--- src/rtl/onehot_dispatch_decoder_3x8.sv ---
// rtl/onehot_dispatch_decoder_3x8.sv - index-to-one-hot dispatcher with ack handshake, timeout and drop counter
module onehot_dispatch_decoder_3x8 #(
  parameter int unsigned TIMEOUT = 15
) (
  input  logic       i_clk,
  input  logic       i_rst,
  input  logic [2:0] i_in_code,
  input  logic       i_in_valid,
  output logic       o_in_ready,
  output logic [7:0] o_out_onehot,
  output logic       o_out_valid,
  input  logic       i_out_ack,
  output logic       o_err,
  input  logic       i_err_clr,
  output logic [7:0] o_drop_cnt,
  output logic [2:0] o_last_code
);

  typedef enum logic [1:0] {
    IDLE = 2'd0,
    BUSY = 2'd1,
    ERR  = 2'd2
  } state_t;

  localparam logic [7:0] TIMER_LAST = 8'(TIMEOUT - 1);

  state_t     r_state;
  state_t     w_state_nxt;
  logic [7:0] r_timer;
  logic [7:0] r_onehot;
  logic       r_valid;
  logic       r_err;
  logic [7:0] r_drop_cnt;
  logic [2:0] r_last_code;
  logic       w_accept;
  logic       w_timeout;

  // Qualified events: a code is taken only in IDLE; a timeout only when no ack arrives
  always_comb begin
    w_accept  = (r_state == IDLE) && i_in_valid;
    w_timeout = (r_state == BUSY) && !i_out_ack && (r_timer == TIMER_LAST);
  end

  // State register
  always_ff @(posedge i_clk or posedge i_rst) begin
    if (i_rst) begin
      r_state <= IDLE;
    end else begin
      r_state <= w_state_nxt;
    end
  end

  // Next-state logic; ack wins over timeout in the same cycle
  always_comb begin
    w_state_nxt = r_state;
    case (r_state)
      IDLE: begin
        if (i_in_valid) w_state_nxt = BUSY;
      end
      BUSY: begin
        if (i_out_ack)                    w_state_nxt = IDLE;
        else if (r_timer == TIMER_LAST)   w_state_nxt = ERR;
      end
      ERR: begin
        if (i_err_clr) w_state_nxt = IDLE;
      end
      default: w_state_nxt = IDLE;
    endcase
  end

  // Datapath registers: presented line, hold timer, last accepted code
  always_ff @(posedge i_clk or posedge i_rst) begin
    if (i_rst) begin
      r_onehot    <= 8'h00;
      r_valid     <= 1'b0;
      r_timer     <= 8'h00;
      r_last_code <= 3'b000;
    end else begin
      case (r_state)
        IDLE: begin
          if (i_in_valid) begin
            r_onehot    <= 8'h01 << i_in_code;
            r_valid     <= 1'b1;
            r_last_code <= i_in_code;
            r_timer     <= 8'h00;
          end
        end
        BUSY: begin
          if (i_out_ack || (r_timer == TIMER_LAST)) begin
            r_onehot <= 8'h00;
            r_valid  <= 1'b0;
          end else begin
            r_timer <= r_timer + 8'h01;
          end
        end
        default: begin
          r_onehot <= 8'h00;
          r_valid  <= 1'b0;
        end
      endcase
    end
  end

  // Sticky error flag, cleared only from ERR by err_clr
  always_ff @(posedge i_clk or posedge i_rst) begin
    if (i_rst) begin
      r_err <= 1'b0;
    end else if (w_timeout) begin
      r_err <= 1'b1;
    end else if ((r_state == ERR) && i_err_clr) begin
      r_err <= 1'b0;
    end
  end

  // Saturating drop counter; survives err_clr, cleared only by reset
  always_ff @(posedge i_clk or posedge i_rst) begin
    if (i_rst) begin
      r_drop_cnt <= 8'h00;
    end else if (w_timeout && (r_drop_cnt != 8'hFF)) begin
      r_drop_cnt <= r_drop_cnt + 8'h01;
    end
  end

  // Output decode
  always_comb begin
    o_in_ready   = (r_state == IDLE);
    o_out_onehot = r_onehot;
    o_out_valid  = r_valid;
    o_err        = r_err;
    o_drop_cnt   = r_drop_cnt;
    o_last_code  = r_last_code;
  end

  // w_accept is kept as a named event for readability of the qualifying logic
  logic w_unused;
  always_comb w_unused = w_accept;

endmodule
--- config.mk ---
export PLATFORM = sky130hd
export DESIGN_NAME = onehot_dispatch_decoder_3x8
export DESIGN_NICKNAME = d
export VERILOG_FILES = /design/src/rtl/onehot_dispatch_decoder_3x8.sv
export SDC_FILE = /design/constraint.sdc
export NUM_CORES = 1
export LEC_CHECK = 0
export CAP_MARGIN = 20
export CORE_MARGIN = 8
export CORE_UTILIZATION = 54
export CTS_CLUSTER_SIZE = 40
export DETAILED_ROUTE_END_ITERATION = 6
export PLACE_DENSITY = 0.94
export SLEW_MARGIN = 20
export SYNTH_ARGS = -nofsm -noshare
export SYNTH_HDL_FRONTEND = slang
export SYNTH_SLANG_ARGS = --single-unit
--- constraint.sdc ---
create_clock -name i_clk -period 3.2 [get_ports i_clk]
set_input_delay 0.48 -clock i_clk [delete_from_list [all_inputs] [get_ports i_clk]]
set_output_delay 0.48 -clock i_clk [all_outputs]
set_load 0.01 [all_outputs]
=== Word-level counts from Yosys, hierarchy flattened ===
Index checks and enable logic that the tools add are counted.

* Register bits after elaboration: 31
* Word-level logic and storage cells: 48

* Add/sub/neg operators: 2
* Equality and inequality tests: 9
* Shift-type cells: 1
* Multiplexer cells: 16
* Reductions and logical operators: 13

{| class="wikitable"
|+ Operators with widths
! operator !! number
|-
| two-way mux 8 bit || 4
|-
| case mux 8 bit (2 select lines) || 2
|-
| adder 8 x 1 -> 8 bit (second input constant) || 2
|-
| == test 8 x 4 -> 1 bit (second input constant) || 1
|-
| two-way mux 2 bit || 4
|-
| inequality test 8 bit (second input constant) || 1
|-
| left shift 1 x 3 -> 8 bit (first input constant) || 1
|-
| inequality test 2 bit (second input constant) || 3
|-
| case mux 2 bit (3 select lines) || 1
|-
| AND reduction 3 bit || 2
|-
| logical AND 1 bit || 4
|-
| two-way mux 1 bit || 4
|-
| AND reduction 2 bit || 2
|-
| nonzero test 2 bit || 2
|-
| inequality test 3 x 2 -> 1 bit (second input constant) || 1
|-
| == test 2 x 1 -> 1 bit (second input constant) || 1
|-
| == test 2 bit (second input constant) || 1
|-
| logical NOT 2 bit || 1
|-
| inequality test 2 x 1 -> 1 bit (second input constant) || 1
|-
| case mux 1 bit (2 select lines) || 1
|-
| logical NOT 1 bit || 1
|-
| logical OR 1 bit || 1
|}

=== Depth between registers and ports, before layout ===
* Depth after elaboration: 4
* Depth in mapped cells: 7
* Depth with buffers taken out: 6

=== Least setup slack after synthesis ===
OpenSTA, ideal clock, no wires.

* Kind: reg-to-reg
* Start: register r_timer[0]
* End: register r_drop_cnt[7], in the netlist o_drop_cnt[7]
* Library setup time: 0.128 ns
* Arrival time: 1.551 ns
* Path slack: 1.521 ns
* Stages on the path, launching flop included: 7
* Cell sequence: dfrtp_1 -> inv_1 -> ha_1 -> nor3b_2 -> nand3_2 -> nor3_1 -> mux2_1

* Word-level cells in the longest chain between the ends: 3

{| class="wikitable"
|+ Ends and longest elaborated chain
! item !! line !! text
|-
| start, declared || 29 || <nowiki>logic [7:0] r_timer;</nowiki>
|-
| start signal, assigned || 93 || <nowiki>r_timer <= r_timer + 8'h01;</nowiki>
|-
| == test 8 x 4 -> 1 bit || 41 || <nowiki>w_timeout = (r_state == BUSY) && !i_out_ack && (r_timer == TIMER_LAST);</nowiki>
|-
| logical AND 1 bit || 41 ||
|-
| logical AND 1 bit || 119 || <nowiki>end else if (w_timeout && (r_drop_cnt != 8'hFF)) begin</nowiki>
|-
| end signal, assigned || 120 || <nowiki>r_drop_cnt <= r_drop_cnt + 8'h01;</nowiki>
|-
| end, declared || 33 || <nowiki>logic [7:0] r_drop_cnt;</nowiki>
|}

No other way between the ends.
A chain may end at the register's enable or synchronous reset.

=== Worst setup path after layout ===
* Start: register r_state[1]
* End: output o_in_ready

* Word-level cells in the longest chain between the ends: 1

{| class="wikitable"
|+ Ends and longest elaborated chain
! item !! line !! text
|-
| start, declared || 27 || <nowiki>state_t r_state;</nowiki>
|-
| start signal, assigned || 49 || <nowiki>r_state <= w_state_nxt;</nowiki>
|-
| logical NOT 2 bit || 126 || <nowiki>o_in_ready = (r_state == IDLE);</nowiki>
|-
| end, declared || 9 || <nowiki>output logic o_in_ready,</nowiki>
|}

No other way between the ends.

==> flow_summary_export.csv <==
group,metric,value,unit
critical_path,start_kind,"flip-flop",
layout,finish.utilization,69.6,%
global_routing,grt_max_degree,32,
cts,cts-root-buf,"clkbuf_4",
outcome,outcome,"complete, no violations",
route,drtPass1Iterations,4,
cts,htreeDepth,2,
pwr,p_sw_share,33.9,%
yosys,ys_top_cells_by_area,"dfrtp_1, nand2_1, xor2_1, nand3_1, ha_1",
global_routing,grt_use_total,16.3,%
floorplanning,die_area,4680,sq um
yosys,yosysUniqueCellTypes,39,
placement,io_buffers,29,
route,antenna_left,0,
cts,cts.sink_count,31,
route,drc,0,
worst_hold_path,hold_class,"reg -> reg",
cts,cts_buffers,5,
sta,setup_viol,0,
layout,drive_above_1_share,9.36,%
sta,hold_viol,0,
sta,grt_setup_unrepaired,"false",
global_routing,met2_usage,26.1,%
layout,final_common_cell,"dfrtp_1",
pwr,p_int,749,uW
placement,gp_congestion,0.838,
layout,n_antenna_cell,0,
cts,clock_path_buffers,2,
floorplanning,rows,19,
yosys,yosysSeqAreaShare,52.3,%
pwr,p_switching,384,uW
pwr,combPwrFrac,30.1,%
pwr,p_clk_share,23.0,%
job,maxCapViolations,0,
floorplanning,start_util,55.2,%
global_routing,grt-ovfl-total,0,
cts,cts_hold_buf,0,
cts,clkLatencyLatePin,340,ps
yosys,synth_top_area_cell,"dfrtp_1",
layout,nets,181,
pwr,ir_drop,0.504,mV
cts,cts_tree,"yes",
critical_path,critPathRequiredTime,2720,ps
critical_path,crit_path_top_delay_cell,"clkdlybuf4s50_1",
cts,post_cts_buffers,0,
critical_path,slowest_delay,570,ps
route,drtIter0Drc,90,
global_routing,grt_pass1_vias,1263,
yosys,yosys_warnings,0,
global_routing,met1_usage,17.9,%
yosys,avgSynthCellArea,10.8,sq um
global_routing,use_met3,6.06,%
pwr,total_power,1130,uW
sta,slew_violations,0,
critical_path,worstSetupPathType,"reg -> out",
cts,postCtsResizedCells,0,
floorplanning,die_h,68.4,um
placement,placed_cells,194,
floorplanning,fp.dieW,68.4,um
yosys,synth_top_area_share,52.3,%
sta,fmax,480,MHz
sta,relSlewSlack,54.8,%
sta,tns,0,ps
floorplanning,core,2690,sq um
global_routing,antenna_found_initial,0,
sta,fin_crit_sh,65.1,%
pwr,leakage,0.000851,uW
critical_path,path_max_fanout,11,
layout,fill_cells,206,
route,wirelength,3270,um
layout,area_delta_synth_final,26.1,%
sta,clock_skew,8.65,ps
yosys,synthCells,137,
yosys,synth_area,1480,sq um
sta,worst_pin_slew,674,ps
yosys,syn_nets,148,
critical_path,worstSetupEndpointType,"output pin",
critical_path,path_delay_family,"buffers and inverters",
yosys,ys_ff_latch,31,
pwr,pwr_density_cell,606,nW/um^2
global_routing,grt_busiest_layer,"met2",
critical_path,worstPathArrival,1600,ps
route,detail_route.wl_per_cell,16.2,um
critical_path,path_buf_inv,1,
route,vias,1142,
placement,detailed_place_hpwl,2410,um
layout,layout_common_cells,"dfrtp_1, clkdlybuf4s50_1, nand2_1",
critical_path,cp_cell_sequence,"nor2_1 -> clkdlybuf4s50_1",
route,vias_per_cell,5.65,
pwr,seq_power_share,46.8,%
cts,clk_pin_slew,90,ps
layout,fin_cells,202,
global_routing,grt_pass1_wl,5650,um
sta,period_needed,2080,ps
floorplanning,ios,30,
==> per-layer routing <==
metal | vias up | share of wire [%]
met5 | - | 0
met2 | 32 | 49
met4 | 0 | 2.6
met3 | 9 | 7.6
li1 | 560 | -
met1 | 541 | 41
==> registers in the layout, indices dropped and copies added, names as in the netlist <==
register / flops
o_out_onehot: 8
r_timer: 8
o_last_code: 3
o_err: 1
o_drop_cnt: 8
o_out_valid: 1
r_state: 2
==> per-stage QoR <==
stage / area (sq um) / hold slack [ps] / worst slack, ps
6_report: 1870 / 480 / 1120
2_1_floorplan: 1480 / 438 / 1520
4_1_cts: 1870 / 485 / 1120
5_1_grt: 1870 / 517 / 1060
3_3_place_gp: 1800 / 460 / 1050
3_5_place_dp: 1800 / 462 / 983
==> power groups by stage <==
stage,Clock (uW),Combinational [uW],Sequential (uW)
finish,261,341,531
global route,283,374,544
CTS,267,348,531
detailed placement,0,345,537
global placement,0,331,532
floorplan,0,214,515
==> worst reg2reg max path: stages (launching register included) <==
cell,delay (ps)
dfrtp_1,480
inv_1,90
ha_1,150
nor3b_2,250
a21bo_2,370
o31ai_2,230
a22o_1,280
==> Yosys cell counts (all sizes together) <==
library cell / number
nor3b: 5
dfrtp: 31
a32o: 2
o311ai: 1
xor2: 6
nor2: 6
clkbuf: 1
o31ai: 4
o21bai: 1
o21ai: 4
or3: 1
buf: 3
a21oi: 2
nand3: 11
a21o: 1
and4bb: 1
nor4: 1
nand2b: 2
mux2: 3
nand2: 17
o2bb2ai: 4
a21bo: 1
ha: 3
o21a: 1
nor2b: 1
nand3b: 1
or3b: 1
o211ai: 2
and3: 2
a22o: 2
nand4: 4
a22oi: 1
inv: 5
nor3: 6
==> cell families (layout without fill, tap and decap cells) <==
logic type / Yosys count / count (layout) / synth area share, %
XOR/XNOR: 6 / 6 / 3.54
AND/OR/NAND/NOR: 59 / 59 / 23.2
buffers and inverters: 9 / 43 / 2.53
adder cells (fa/ha/maj): 3 / 3 / 2.53
multiplexers: 3 / 3 / 2.28
flip-flops: 31 / 31 / 52.3
AO/OA/AOI/OAI: 26 / 26 / 13.6
==> final cells by class <==
class | count | area [sq um] | area share [%]
Tap cell | 31 | 38.8 | 2.07
Sequential cell | 31 | 776 | 41.5
Multi-Input combinational cell | 97 | 669 | 35.8
Timing Repair Buffer | 30 | 298 | 15.9
Clock buffer | 8 | 68.8 | 3.68
Inverter | 5 | 18.8 | 1.00
==> final timing paths <==
check                                       start                          end  slack (ps)  depth (start not counted)
max                        r_state[1]$_DFFE_PP0P_                   o_in_ready        1120                          2
min                             o_err$_DFFE_PP0P_            o_err$_DFFE_PP0P_         480                          2
max reg2reg                r_timer[0]$_DFFE_PP0P_  o_out_onehot[0]$_DFFE_PP0P_        1250                          6
min reg2reg                     o_err$_DFFE_PP0P_            o_err$_DFFE_PP0P_         480                          2
min in group asynchronous                   i_rst  o_out_onehot[3]$_DFFE_PP0P_         500                          3
max in group asynchronous                   i_rst  o_out_onehot[1]$_DFFE_PP0P_        2400                          3
Power figures use the tool's default switching activity.
